File: src/rtl/ldpc_pkg.sv
// Shared constants and state encoding for the LDPC encoder frame sequencer.
package ldpc_pkg;

  localparam int K_INFO     = 4320;       // information bits per frame
  localparam int Z          = 360;        // circulant size = parity bit count
  localparam int NUM_GROUPS = 12;         // K_INFO / Z
  localparam int CLR_CYC    = 3;          // accumulator clear cycles per frame
  localparam int N_CW       = K_INFO + Z; // serial codeword length
  localparam int CNT_W      = 13;
  localparam int ADDR_W     = 9;

  typedef enum logic [2:0] {
    S_IDLE,
    S_CLEAR,
    S_LOAD,
    S_SETTLE,
    S_PARITY,
    S_DRAIN
  } state_t;

endpackage

File: src/rtl/ldpc_out_mux.sv
// Output register stage: merges the systematic stream with the delayed parity
// read-back and generates the frame markers.
module ldpc_out_mux
  import ldpc_pkg::*;
(
  input  logic clk,
  input  logic rst_n,
  input  logic sys_vld,    // upstream transfer this cycle
  input  logic sys_data,
  input  logic sys_first,  // transfer carries info bit 0
  input  logic par_vld,    // parity read issued this cycle
  input  logic par_last,   // read is for address 0
  input  logic par_data,   // encoder data, one cycle after the read
  output logic m_valid,
  output logic m_data,
  output logic m_sop,
  output logic m_eop,
  output logic frame_done
);

  // Parity data returns one cycle after the read, so its qualifiers are delayed
  // to line up with par_data.
  logic par_vld_d, par_last_d;

  // Delay line for parity qualifiers and the registered output beat.
  always_ff @(posedge clk) begin
    if (!rst_n) begin
      par_vld_d  <= 1'b0;
      par_last_d <= 1'b0;
      m_valid    <= 1'b0;
      m_data     <= 1'b0;
      m_sop      <= 1'b0;
      m_eop      <= 1'b0;
      frame_done <= 1'b0;
    end else begin
      par_vld_d  <= par_vld;
      par_last_d <= par_vld & par_last;
      // Systematic and parity phases are separated by SETTLE, never both.
      m_valid    <= sys_vld | par_vld_d;
      m_data     <= sys_vld ? sys_data : (par_vld_d & par_data);
      m_sop      <= sys_vld & sys_first;
      m_eop      <= par_last_d;
      frame_done <= par_last_d;
    end
  end

endmodule

File: src/rtl/ldpc_enc_ctrl.sv
// Frame sequencer for the quasi-cyclic LDPC parity accumulator: clears it,
// feeds K_INFO bits with a running index, then reads Z parity bits out
// MSB index first and emits the serial codeword.
module ldpc_enc_ctrl
  import ldpc_pkg::*;
(
  input  logic              clk,
  input  logic              rst_n,
  input  logic              start,
  input  logic              s_valid,
  input  logic              s_data,
  output logic              s_ready,
  output logic              enc_rst_n,
  output logic              enc_din_valid,
  output logic              enc_din,
  output logic [CNT_W-1:0]  enc_counter,
  output logic [ADDR_W-1:0] enc_out_addr,
  output logic              enc_check,
  input  logic              enc_dout,
  output logic              m_valid,
  output logic              m_data,
  output logic              m_sop,
  output logic              m_eop,
  output logic              busy,
  output logic              frame_done
);

  localparam logic [CNT_W-1:0]  CLR_LAST   = CNT_W'(CLR_CYC - 1);
  localparam logic [CNT_W-1:0]  LOAD_LAST  = CNT_W'(K_INFO - 1);
  localparam logic [CNT_W-1:0]  PAR_LAST   = CNT_W'(Z - 1);
  localparam logic [CNT_W-1:0]  DRAIN_LAST = CNT_W'(1);
  localparam logic [ADDR_W-1:0] ADDR_TOP   = ADDR_W'(Z - 1);

  state_t            state, state_nx;
  logic [CNT_W-1:0]  cnt, cnt_nx;    // shared by CLEAR, LOAD, PARITY, DRAIN
  logic [ADDR_W-1:0] addr, addr_nx;
  logic              xfer;

  assign s_ready       = (state == S_LOAD);
  assign xfer          = s_valid & s_ready;
  assign enc_din_valid = xfer;
  assign enc_din       = s_data;
  // The shared counter also times CLEAR/PARITY; the encoder only sees it in LOAD.
  assign enc_counter   = (state == S_LOAD) ? cnt : '0;
  assign enc_out_addr  = addr;
  assign enc_check     = (state == S_PARITY);
  assign enc_rst_n     = rst_n & (state != S_CLEAR);
  assign busy          = (state != S_IDLE);

  // State and counter registers.
  always_ff @(posedge clk) begin
    if (!rst_n) begin
      state <= S_IDLE;
      cnt   <= '0;
      addr  <= ADDR_TOP;
    end else begin
      state <= state_nx;
      cnt   <= cnt_nx;
      addr  <= addr_nx;
    end
  end

  // Next-state and counter sequencing.
  always_comb begin
    state_nx = state;
    cnt_nx   = cnt;
    addr_nx  = addr;
    case (state)
      S_IDLE: begin
        cnt_nx = '0;
        if (start) state_nx = S_CLEAR;
      end
      S_CLEAR: begin
        if (cnt == CLR_LAST) begin
          state_nx = S_LOAD;
          cnt_nx   = '0;
        end else begin
          cnt_nx = cnt + CNT_W'(1);
        end
      end
      S_LOAD: begin
        if (xfer) begin
          if (cnt == LOAD_LAST) begin
            state_nx = S_SETTLE;
            cnt_nx   = '0;
          end else begin
            cnt_nx = cnt + CNT_W'(1);
          end
        end
      end
      S_SETTLE: begin
        state_nx = S_PARITY;
        cnt_nx   = '0;
        addr_nx  = ADDR_TOP;
      end
      S_PARITY: begin
        if (cnt == PAR_LAST) begin
          state_nx = S_DRAIN;
          cnt_nx   = '0;
          addr_nx  = ADDR_TOP;
        end else begin
          cnt_nx  = cnt + CNT_W'(1);
          addr_nx = addr - ADDR_W'(1);
        end
      end
      S_DRAIN: begin
        if (cnt == DRAIN_LAST) begin
          state_nx = S_IDLE;
          cnt_nx   = '0;
        end else begin
          cnt_nx = cnt + CNT_W'(1);
        end
      end
      default: begin
        state_nx = S_IDLE;
        cnt_nx   = '0;
        addr_nx  = ADDR_TOP;
      end
    endcase
  end

  ldpc_out_mux u_out (
    .clk        (clk),
    .rst_n      (rst_n),
    .sys_vld    (xfer),
    .sys_data   (s_data),
    .sys_first  (enc_counter == '0),
    .par_vld    (enc_check),
    .par_last   (addr == '0),
    .par_data   (enc_dout),
    .m_valid    (m_valid),
    .m_data     (m_data),
    .m_sop      (m_sop),
    .m_eop      (m_eop),
    .frame_done (frame_done)
  );

endmodule
File: config.mk
export PLATFORM = sky130hd
export DESIGN_NAME = ldpc_enc_ctrl
export DESIGN_NICKNAME = d
export VERILOG_FILES = /design/src/rtl/ldpc_pkg.sv /design/src/rtl/ldpc_out_mux.sv /design/src/rtl/ldpc_enc_ctrl.sv
export SDC_FILE = /design/constraint.sdc
export NUM_CORES = 1
export LEC_CHECK = 0
export CELL_PAD_IN_SITES_DETAIL_PLACEMENT = 0
export CELL_PAD_IN_SITES_GLOBAL_PLACEMENT = 1
export CORE_UTILIZATION = 36
export DETAILED_ROUTE_END_ITERATION = 6
export PLACE_DENSITY = 0.76
export SETUP_SLACK_MARGIN = 0.1
export SYNTH_ARGS = -nofsm -noshare
export SYNTH_HDL_FRONTEND = slang
export SYNTH_SLANG_ARGS = --single-unit
export TNS_END_PERCENT = 50
File: constraint.sdc
create_clock -name clk -period 2.5 [get_ports clk]
set_clock_uncertainty 0.1 [all_clocks]
set_input_delay 0.375 -clock clk [delete_from_list [all_inputs] [get_ports clk]]
set_output_delay 0.375 -clock clk [all_outputs]
set_load 0.02 [all_outputs]
==> flow_summary_export.csv <==
group,metric,value,unit
die,core-area,4414,sq um
clocking,clk_latency,0.28,ns
final_layout,drive_gt1_share,10.66,%
detailed_routing,routed_wl,3942,um
grt,grt_max_degree,20,
worst_setup_path,crit_path_max_fanout,7,
logic_synthesis,syn_avg_cell_area,8.383,sq um
worst_setup_path,worstSetupPathType,"flip-flop to output port",
grt,track_usage,17.08,%
detailed_routing,via_per_inst,5.132,
hold_path,min_from,"u_out.par_last_d",
grt,met2_usage,26.46,%
grt,grt_pass1_vias,1410,
logic_synthesis,synth-async-reset-ratio,0,%
logic_synthesis,netlist_instances,200,
logic_synthesis,yosysWarningCount,0,
sta,maxSlewHeadroom,62.62,%
power_and_ir_drop,clockPowerShare,34.4,%
logic_synthesis,yosysSeqAreaShare,37.01,%
die,io_pins,39,
worst_setup_path,worstReg2RegEnd,"cnt[7]",
logic_synthesis,synth_top_cells_by_area,"dfxtp_1, and2_1, xor2_1",
detailed_routing,firstDrtPassIters,4,
grt,grt_first_pass_wirelength,6624,um
power_and_ir_drop,p_sw,478.6,uW
final_layout,antennaDiodeCount,0,
detailed_routing,wl_per_cell,13.32,um
run,max_cap_violations,0,
sta,worst_pin_slew,0.5581,ns
worst_setup_path,crit_path_end_kind,"output port",
final_layout,final_nets,253,
grt,grt_use_met3,3.463,%
clocking,htree_levels,2,
die,core.rowCount,24,
clocking,cts_made_buffers,5,
worst_setup_path,r2r_start,"cnt[9]",
sta,setup_viol,0,
sta,finalHoldViolations,0,
worst_setup_path,startpoint_type,"flip-flop",
placed_design,post-place-ws,0.2509,ns
sta,fin_tns_setup,0,ns
logic_synthesis,syn_nets,210,
logic_synthesis,yosys.cell_count.top_type,"dfxtp_1",
logic_synthesis,syn_area,1677,sq um
logic_synthesis,synth.distinct_cells,44,
sta,drv_slew,0,
worst_setup_path,r2r_cells,5,
clocking,clk_pin_slew,0.07,ns
die,initial_core_util,37.98,%
power_and_ir_drop,p_comb_share,29.5,%
logic_synthesis,synth_edf_count,0,
power_and_ir_drop,intPower,1028,uW
worst_setup_path,crit_arrival,1.79,ns
sta,fmax,441.2,MHz
logic_synthesis,ys.flop_type,"dfxtp_1",
die,dieArea,4934,sq um
final_layout,nFillCells,434,
power_and_ir_drop,sequentialPowerShare,36.1,%
grt,grt-busiest-layer,"met2",
outcome,outcome,"finished clean",
logic_synthesis,synth_top_cells_by_count,"dfxtp_1, nand2_1, nor2_1",
grt,grtUsageMet1,22.61,%
final_layout,syn2layout_area_growth,35.22,%
die,die_h,70.25,um
detailed_routing,vias,1519,
grt,antenna_found_initial,0,
clocking,clock_path_buffers,2,
clocking,root_buffer,"clkbuf_8",
worst_setup_path,worstPathRequired,2.03,ns
detailed_routing,first_iter_violations,104,
power_and_ir_drop,power_density,664.4,nW/um^2
power_and_ir_drop,switching_share,31.77,%
clocking,cts_tree,"done",
logic_synthesis,synth_top_area_share,37.01,%
grt,grt.overflow.total,0,
detailed_routing,drc_errors,0,
logic_synthesis,yosysTopAreaCell,"dfxtp_1",
sta,fin_ws,0.2334,ns
placed_design,post-dp-hpwl,2900,um
hold_path,min_path_cells,1,
hold_path,hp-class,"flip-flop to flip-flop",
clocking,clkSinkCount,31,
sta,period_share,90.66,%
detailed_routing,ant_nets,0,
placed_design,place_congestion,0.8247,
placed_design,port-buffer-count,38,
die,die_x,70.25,um
clocking,hold_buffers,0,
sta,post-route-min-period,2.267,ns
sta,rsz0062_at_grt,"false",
power_and_ir_drop,peakVddDrop,0.0003982,V
logic_synthesis,ys_ff_latch,31,
hold_path,min_to,"u_out.m_eop",
worst_setup_path,r2r_setup_slack,0.33,ns
power_and_ir_drop,leakage,0.0009011,uW
## placed cells by master, fill, tap and decap left out, drive strengths merged, types with 2 or more instances in the layout
master	instances
nand2	23
buf	9
nand4	5
inv	7
clkdlybuf4s50	36
nand4b	2
nor4	7
and3	5
o31ai	2
dfxtp	31
a31oi	4
o22ai	2
o21ai	3
a21oi	3
clkbuf	6
nor2	20
ha	4
dlymetal6s2s	2
and2	16
mux2	2
o21a	4
nand2b	5
xnor2	4
nor3	3
or4	2
nand3	8
or3	3
mux2i	2
xor2	10
## final cells by class
type / count / area, sq um / share of cell area (%)
flip-flops and latches: 31 / 620.6 / 27.37
well taps: 52 / 65.06 / 2.870
repair buffers: 47 / 452.9 / 19.98
clock inverters: 2 / 35.03 / 1.545
clock buffers: 6 / 82.58 / 3.642
multi-input cells: 151 / 982.2 / 43.32
inverters: 7 / 28.78 / 1.269
## routing by layer
layer / up-vias / routed length, um
met5: - / 0
met2: 41 / 1856
met3: 7 / 157
met4: 0 / 72
met1: 685 / 1856
li1: 786 / -
## how the worst max path moves through the flow
stage,cells past startpoint,slack [ns],from,end
6_report,4,0.23,state[1],enc_din_valid
5_1_grt,4,0.11,state[1],enc_din_valid
4_1_cts,5,0.16,state[2],enc_counter[4]
3_5_place_dp,4,0.25,s_valid,enc_din_valid
3_3_place_gp,4,0.26,s_valid,enc_din_valid
2_1_floorplan,5,0.49,state[1],enc_counter[10]
## cells by family (layout without fill, tap and decap cells)
kind of cell             count (synthesis)  in the layout  share of synthesized area, %
AO/OA/AOI/OAI                           24             24                         11.19
XOR/XNOR                                14             14                         7.313
adder cells (fa/ha/maj)                  4              4                         2.985
buffers and inverters                   18             62                         4.552
flip-flops                              31             31                         37.02
multiplexers                             4              4                         2.537
AND/OR/NAND/NOR                        105            105                         34.40
## timing repair
action                                  4_1_cts  5_1_grt
resized for setup                             1        4
setup buffers                                 0        0
gates cloned                                  0        0
endpoints found under the setup margin       11       11
## registers in the layout (all words and copies together) (netlist names)
register          cells
cnt                  13
u_out.m_data          1
u_out.m_eop           1
u_out.par_vld_d       1
u_out.par_last_d      1
enc_out_addr          9
state                 3
u_out.m_valid         1
u_out.m_sop           1
## through the flow
step / power, uW / cells / cell area (sq um) / hold slack (ns) / util (%)
floorplan: 838.2 / 200 / 1677 / 0.3119 / -
global placement: 994.9 / 288 / 2140 / 0.3258 / 48.47
detailed placement: 993.8 / 288 / 2140 / 0.3305 / 48.47
CTS: 1520 / 296 / 2257 / 0.3500 / 51.13
global route: 1596 / 296 / 2267 / 0.3806 / 51.36
finish: 1506 / 296 / 2267 / 0.3432 / 51.36
## power by group through the flow
stage          registers (uW)  logic, uW  clock network, uW
2_1_floorplan             554        284                  0
3_3_place_gp              554        441                  0
3_5_place_dp              553        440                  0
4_1_cts                   543        442                535
5_1_grt                   548        486                562
6_report                  544        444                518
## critical path, stage by stage, from the launching register on
cell	delay, ns
dfxtp_1	0.44
buf_4	0.19
nand4bb_1	0.14
inv_1	0.12
clkdlybuf4s50_1	0.61
Power figures use the tool's default switching activity.
